<file path="config.mk">
export PLATFORM = sky130hd
export DESIGN_NAME = boot_spi_master
export DESIGN_NICKNAME = d
export VERILOG_FILES = /design/src/rtl/boot_spi_pkg.sv /design/src/rtl/spi_byte_tx.sv /design/src/rtl/boot_spi_master.sv
export SDC_FILE = /design/constraint.sdc
export NUM_CORES = 1
export LEC_CHECK = 0
export BUFFER_PORTS_ARGS = -buffer_cell sky130_fd_sc_hd__buf_2
export CAP_MARGIN = 40
export CORE_MARGIN = 3
export CORE_UTILIZATION = 50
export CTS_CLUSTER_DIAMETER = 100
export DETAILED_ROUTE_END_ITERATION = 12
export PLACE_DENSITY = 0.73
export SYNTH_ARGS = -nofsm -noshare
export SYNTH_HDL_FRONTEND = slang
export SYNTH_SLANG_ARGS = --single-unit
export TNS_END_PERCENT = 50
</file>
<file path="constraint.sdc">
create_clock -name clk -period 2.6 [get_ports clk]
set_input_delay 0.52 -clock clk [delete_from_list [all_inputs] [get_ports clk]]
set_output_delay 0.52 -clock clk [all_outputs]
set_load 0.05 [all_outputs]
</file>
<file path="src/rtl/boot_spi_pkg.sv">
// rtl/boot_spi_pkg.sv - shared FSM encoding, sizes and header byte selection for the SPI boot master
package boot_spi_pkg;
  localparam int ADDR_W    = 18;
  localparam int HDR_BYTES = 6;

  typedef enum logic [2:0] {
    ST_IDLE, ST_SETUP, ST_HDR, ST_RD, ST_SHIFT, ST_NEXT, ST_HOLD, ST_DONE
  } state_t;

  // Header order: start address little-endian, then end address little-endian, 3 bytes each.
  function automatic logic [7:0] hdr_byte(input logic [2:0]        idx,
                                          input logic [ADDR_W-1:0] s,
                                          input logic [ADDR_W-1:0] e);
    logic [7:0] b;
    case (idx)
      3'd0:    b = s[7:0];
      3'd1:    b = s[15:8];
      3'd2:    b = {6'b0, s[17:16]};
      3'd3:    b = e[7:0];
      3'd4:    b = e[15:8];
      default: b = {6'b0, e[17:16]};
    endcase
    return b;
  endfunction
endpackage

</file>
<file path="src/rtl/spi_byte_tx.sv">
// rtl/spi_byte_tx.sv - mode-0 MSB-first byte shifter with CLK_DIV half-period timing
// BOOT_SPI_MISO_CHECK_EN: flag MISO low on each SCK rise.
module spi_byte_tx #(
  parameter int CLK_DIV = 5
) (
  input  logic       clk,
  input  logic       rst_n,
  input  logic       load,
  input  logic [7:0] data,
  input  logic       miso,
  output logic       sck,
  output logic       mosi,
  output logic       byte_done,
  output logic       miso_low
);
  localparam logic [15:0] DIV_M1 = 16'(CLK_DIV - 1);

  logic        active;
  logic [15:0] cnt;
  logic [2:0]  bit_idx;
  logic [7:0]  shreg;

  always_ff @(posedge clk or negedge rst_n) begin
    if (!rst_n) begin
      active    <= 1'b0;
      cnt       <= '0;
      bit_idx   <= '0;
      shreg     <= '0;
      sck       <= 1'b0;
      mosi      <= 1'b0;
      byte_done <= 1'b0;
    end else begin
      byte_done <= 1'b0;
      if (load) begin
        active  <= 1'b1;
        cnt     <= '0;
        bit_idx <= '0;
        shreg   <= data;
        mosi    <= data[7];
        sck     <= 1'b0;
      end else if (active) begin
        if (cnt == DIV_M1) begin
          cnt <= '0;
          if (!sck) begin
            sck <= 1'b1;
          end else begin
            // Falling edge: next bit goes out while SCK is low.
            sck <= 1'b0;
            if (bit_idx == 3'd7) begin
              active    <= 1'b0;
              byte_done <= 1'b1;
            end else begin
              bit_idx <= bit_idx + 3'd1;
              shreg   <= {shreg[6:0], 1'b0};
              mosi    <= shreg[6];
            end
          end
        end else begin
          cnt <= cnt + 16'd1;
        end
      end
    end
  end

`ifdef BOOT_SPI_MISO_CHECK_EN
  logic rise;
  assign rise = active && !load && !sck && (cnt == DIV_M1);

  always_ff @(posedge clk or negedge rst_n) begin
    if (!rst_n) miso_low <= 1'b0;
    else        miso_low <= rise && !miso;
  end
`else
  logic unused_miso;
  assign unused_miso = miso;
  assign miso_low    = 1'b0;
`endif
endmodule

</file>
<file path="src/rtl/boot_spi_master.sv">
// rtl/boot_spi_master.sv - streams an SRAM address range out over SPI in boot-loader framing
// BOOT_SPI_MISO_CHECK_EN: enables the sticky miso_err flag.
module boot_spi_master
  import boot_spi_pkg::*;
#(
  parameter int CLK_DIV   = 5,
  parameter int RD_CYCLES = 2,
  parameter int SSEL_SU   = 4,
  parameter int GAP       = 8
) (
  input  logic              clk,
  input  logic              rst_n,
  input  logic              start,
  input  logic [ADDR_W-1:0] start_addr,
  input  logic [ADDR_W-1:0] end_addr,
  output logic              busy,
  output logic              done,
  output logic              miso_err,
  output logic              SCK,
  output logic              SSEL,
  output logic              MOSI,
  input  logic              MISO,
  output logic              ram_RAMCS_b,
  output logic              ram_RAMOE_b,
  output logic [ADDR_W-1:0] ram_RAMA,
  input  logic [7:0]        ram_RAMDout
);
  localparam logic [15:0] SU_M1 = 16'(SSEL_SU - 1);
  localparam logic [15:0] RD_M1 = 16'(RD_CYCLES - 1);
  localparam logic [15:0] GAP_N = 16'(GAP);
  localparam logic [2:0]  HDR_LAST = 3'(HDR_BYTES - 1);

  state_t            state;
  logic [ADDR_W-1:0] s_addr, e_addr, cur;
  logic [15:0]       cnt, gap_cnt;
  logic [2:0]        hdr_idx;
  logic              sent, tx_load, byte_done, miso_low;
  logic [7:0]        tx_data;

  spi_byte_tx #(.CLK_DIV(CLK_DIV)) u_tx (
    .clk       (clk),
    .rst_n     (rst_n),
    .load      (tx_load),
    .data      (tx_data),
    .miso      (MISO),
    .sck       (SCK),
    .mosi      (MOSI),
    .byte_done (byte_done),
    .miso_low  (miso_low)
  );

  always_ff @(posedge clk or negedge rst_n) begin
    if (!rst_n) begin
      state       <= ST_IDLE;
      s_addr      <= '0;
      e_addr      <= '0;
      cur         <= '0;
      cnt         <= '0;
      gap_cnt     <= '0;
      hdr_idx     <= '0;
      sent        <= 1'b0;
      tx_load     <= 1'b0;
      tx_data     <= '0;
      busy        <= 1'b0;
      done        <= 1'b0;
      SSEL        <= 1'b1;
      ram_RAMCS_b <= 1'b1;
      ram_RAMOE_b <= 1'b1;
      ram_RAMA    <= '0;
    end else begin
      tx_load <= 1'b0;
      done    <= 1'b0;
      // gap_cnt runs down after every byte; the SRAM read proceeds in parallel.
      if (gap_cnt != 16'd0) gap_cnt <= gap_cnt - 16'd1;
      case (state)
        ST_IDLE: begin
          if (start) begin
            s_addr <= start_addr;
            e_addr <= end_addr;
            cur    <= start_addr;
            busy   <= 1'b1;
            SSEL   <= 1'b0;
            cnt    <= '0;
            state  <= ST_SETUP;
          end
        end
        ST_SETUP: begin
          if (cnt == SU_M1) begin
            cnt     <= '0;
            hdr_idx <= '0;
            sent    <= 1'b0;
            gap_cnt <= '0;
            state   <= ST_HDR;
          end else begin
            cnt <= cnt + 16'd1;
          end
        end
        ST_HDR: begin
          if (!sent) begin
            if (gap_cnt == 16'd0) begin
              tx_load <= 1'b1;
              tx_data <= hdr_byte(hdr_idx, s_addr, e_addr);
              sent    <= 1'b1;
            end
          end else if (byte_done) begin
            sent    <= 1'b0;
            gap_cnt <= GAP_N;
            if (hdr_idx == HDR_LAST) begin
              ram_RAMCS_b <= 1'b0;
              ram_RAMOE_b <= 1'b0;
              ram_RAMA    <= cur;
              cnt         <= '0;
              state       <= ST_RD;
            end else begin
              hdr_idx <= hdr_idx + 3'd1;
            end
          end
        end
        ST_RD: begin
          if (cnt == RD_M1) begin
            tx_data     <= ram_RAMDout;
            ram_RAMCS_b <= 1'b1;
            ram_RAMOE_b <= 1'b1;
            sent        <= 1'b0;
            state       <= ST_SHIFT;
          end else begin
            cnt <= cnt + 16'd1;
          end
        end
        ST_SHIFT: begin
          if (!sent) begin
            if (gap_cnt == 16'd0) begin
              tx_load <= 1'b1;
              sent    <= 1'b1;
            end
          end else if (byte_done) begin
            sent    <= 1'b0;
            gap_cnt <= GAP_N;
            state   <= ST_NEXT;
          end
        end
        ST_NEXT: begin
          if (cur == e_addr) begin
            cnt   <= '0;
            state <= ST_HOLD;
          end else begin
            cur         <= cur + 1'b1;
            ram_RAMCS_b <= 1'b0;
            ram_RAMOE_b <= 1'b0;
            ram_RAMA    <= cur + 1'b1;
            cnt         <= '0;
            state       <= ST_RD;
          end
        end
        ST_HOLD: begin
          if (cnt == SU_M1) begin
            SSEL  <= 1'b1;
            state <= ST_DONE;
          end else begin
            cnt <= cnt + 16'd1;
          end
        end
        ST_DONE: begin
          done  <= 1'b1;
          busy  <= 1'b0;
          state <= ST_IDLE;
        end
        default: state <= ST_IDLE;
      endcase
    end
  end

`ifdef BOOT_SPI_MISO_CHECK_EN
  always_ff @(posedge clk or negedge rst_n) begin
    if (!rst_n)                        miso_err <= 1'b0;
    else if (state == ST_IDLE && start) miso_err <= 1'b0;
    else if (miso_low)                 miso_err <= 1'b1;
  end
`else
  logic unused_miso_low;
  assign unused_miso_low = miso_low;
  assign miso_err        = 1'b0;
`endif
endmodule
</file>
==> out/metrics.csv <==
stage;metric;value;unit
status;status;finished clean;
sta;fmax;0.418;GHz
pwr;peakVddDrop;532;uV
pwr;p_leak;4.52;nW
sta;timing.final.crit_share;92.0;%
clocking;cts_tree;yes;
drt;route.detailed.drc;0;
grt;antenna_found_initial;0;
drt;wirelength;20100;um
setup_path;worstPathRequired;2.95;ns
placed_design;dp_slack;0.300;ns
clocking;hold_buffers;0;
yosys;syn_nets;983;
sta;rsz0062_at_grt;false;
die;initial_utilization;51.6;%
setup_path;endpoint_kind;flop;
setup_path;max_stage_delay;0.51;ns
setup_path;path_max_fanout;6;
placed_design;gp_congestion;0.928;
grt;overflow;0;
yosys;synth.most_common_cell;nand2_1;
drt;ant_nets;0;
setup_path;start_kind;flop;
sta;worstMarginPinSlew;0.643;ns
sta;setup_viol;0;
drt;num_vias;6901;
sta;slew_headroom;57.1;%
placed_design;io_buffers;71;
drt;dr.pass1.iters;5;
placed_design;placed_area;8900;um^2
clocking;clk_pin_slew;0.07;ns
yosys;synth_ff_type;dfrtp_1;
run;cap_violations;0;
yosys;synth_edf_count;0;
sta;skew;0.0125;ns
yosys;seq_area_frac_synth;46.5;%
die;rows;46;
sta;min_period;2.39;ns
setup_path;critPathSlowestCell;dfrtp_1;
grt;grt_max_degree;87;
drt;drt_iter0_markers;681;
clocking;root_buffer;clkbuf_16;
yosys;yosys.area.top_type;dfrtp_1;
finish;nets;1050;
die;io_pins;74;
yosys;ys_types;79;
grt;track_usage;23.0;%
finish;antennaDiodeCount;0;
yosys;async_reset_ff_share;100;%
hold_path;hp-class;in2async;
finish;drive_above_1_share;16.5;%
yosys;synth_top_area_share;45.9;%
finish;design_area;9480;um^2
sta;final.setup.tns;0;ns
yosys;synth_area_per_cell;9.04;um^2
setup_path;crit_family;simple AND/OR/NAND/NOR gates;
die;core_area;16100;um^2
clocking;clock_latency;0.43;ns
setup_path;cp_cell_sequence;xor2_1 -> nor4_1 -> nand3_2 -> or2_4 -> o21ai_1 -> mux2_2;
sta;finalMaxSlewViolations;0;
clocking;cts_resized;0;
clocking;cts_num_sinks;154;
setup_path;cp_num_buf_inv;0;
setup_path;r2r_start;cur[0]$_DFFE_PN0P_;
sta;hold_viol_final;0;
yosys;syn_inst;917;
grt;grt_pass1_vias;6573;
clocking;cts_buffer_depth;2;
setup_path;worstSetupPathType;reg2reg;
setup_path;crit_arrival;2.74;ns
die;die_height;135;um
finish;syn2layout_area_growth;14.4;%
clocking;cts_setup_buffers;0;
clocking;htree_levels;4;
sta;worst_slack;0.209;ns
setup_path;startpoint;cur[0]$_DFFE_PN0P_;
die;die_x;135;um
pwr;pwr_density_cell;544;nW/um^2
yosys;synth-seq-cells;154;
setup_path;rr_worst_depth;6;
die;die_area;18200;um^2
drt;post_drt_wl_per_cell;16.6;um
yosys;synth_area;8290;um^2
yosys;synth_commonest_cells;nand2_1, dfrtp_1, nor2_1, o21ai_0, xor2_1;
setup_path;r2r_setup_slack;0.21;ns
setup_path;cp_num_cells;6;
placed_design;hpwlAfterDp;14100;um
grt;grt_pass1_wl;33200;um
clocking;numCtsBuffers;17;
yosys;yosysWarnings;0;
drt;via_per_inst;5.69;
yosys;synth_area_leaders;dfrtp_1, nand2_1, xor2_1;
setup_path;reg2reg_to;ram_RAMOE_b$_DFFE_PN1P_;
[worst reg2reg max path: cells and delay by family, from the launching register on]
kind            cells  cell delay [ns]
flops               1             0.51
xor+xnor            1             0.20
mux                 1             0.37
compound gates      1             0.23
simple gates        3             1.00
[worst max-delay path by stage]
stage                               to  slack, ns
6_report       ram_RAMOE_b$_DFFE_PN1P_       0.21
2_1_floorplan   tx_data[0]$_DFFE_PN0P_       0.47
5_1_grt             cnt[8]$_DFFE_PN0P_       0.10
3_3_place_gp        cnt[9]$_DFFE_PN0P_       0.37
4_1_cts        ram_RAMOE_b$_DFFE_PN1P_       0.23
3_5_place_dp        cnt[9]$_DFFE_PN0P_       0.30
[logic make-up (layout without fill, tap and decap cells)]
group	after synthesis	after routing	synth area share [%]
and+or+nand+nor	404	404	22.4
AOI/OAI and AO/OA	178	178	14.1
DFF	154	154	46.5
buffers and inverters	73	153	4.09
xor gates and xnor gates	60	60	6.34
muxes	29	29	3.79
adders and majority gates	18	18	2.72
other	1	1	0.0453
[power breakdown]
part | leakage, nW | internal [mW] | switching [mW]
clock network | 0.269 | 1.42 | 1.01
logic | 2.24 | 0.0934 | 0.131
registers | 2.02 | 2.45 | 0.0614
total | 4.52 | 3.96 | 1.20
[metal layers]
metal  global-route usage [%]  vias to the layer above  routed length [um]
li1                         -                     3316                   -
met1                     34.3                     3302                9440
met2                     32.9                      243                8820
met3                     5.55                       40                1420
met4                     7.86                        0                 415
met5                        0                        -                   0
[placed cells by master (no fill, tap or decap), types with 7 or more instances in the layout]
| cell | synthesis | routed |
|---|---|---|
| nor2b_1 | 7 | 7 |
| a222oi_1 | 8 | 8 |
| clkbuf_16 | 0 | 17 |
| nand2b_1 | 8 | 8 |
| or3_1 | 8 | 8 |
| dfrtp_1 | 152 | 152 |
| a31oi_1 | 8 | 8 |
| o21ai_1 | 13 | 13 |
| ha_1 | 18 | 18 |
| nor3_1 | 12 | 12 |
| inv_1 | 25 | 25 |
| and2_1 | 7 | 7 |
| nand2_1 | 196 | 196 |
| and3_1 | 11 | 11 |
| nand3_1 | 33 | 33 |
| o31ai_1 | 12 | 12 |
| buf_2 | 16 | 70 |
| nand4_1 | 7 | 7 |
| mux2i_1 | 10 | 10 |
| mux2_2 | 19 | 19 |
| o21ai_0 | 65 | 65 |
| xnor2_1 | 22 | 22 |
| nor2_1 | 78 | 78 |
| xor2_1 | 38 | 38 |
| nor4_1 | 10 | 10 |
| a21oi_1 | 23 | 23 |
| buf_4 | 6 | 22 |
[stage by stage]
stage	std cells	utilization, %	total power, mW	hold WS (ns)
CTS	1213	59.0	5.19	0.0926
detailed placement	1181	55.4	2.77	0.463
global placement	1181	55.4	2.77	0.450
finish	1213	59.0	5.16	0.0819
floorplan	917	-	2.63	0.224
global route	1213	59.0	5.35	0.0951
[cell type report]
type | count | area (um^2)
fill | 1353 | 6580
multi-input combinational | 690 | 4100
sequential | 154 | 3860
timing repair buffer | 96 | 587
clock buffer | 18 | 429
tap | 216 | 270
clock inverter | 14 | 148
inverter | 25 | 93.8
[flip-flops by register name (all words and copies together) (netlist names), 3 cells and up]
signal and cells:
ram_RAMA 18, cur 18, e_addr 18, gap_cnt 16
state 3, s_addr 18, cnt 16, u_tx.bit_idx 3
hdr_idx 3, tx_data 8, u_tx.shreg 7, u_tx.cnt 16
Note: power is estimated with default switching activity, not from simulation.
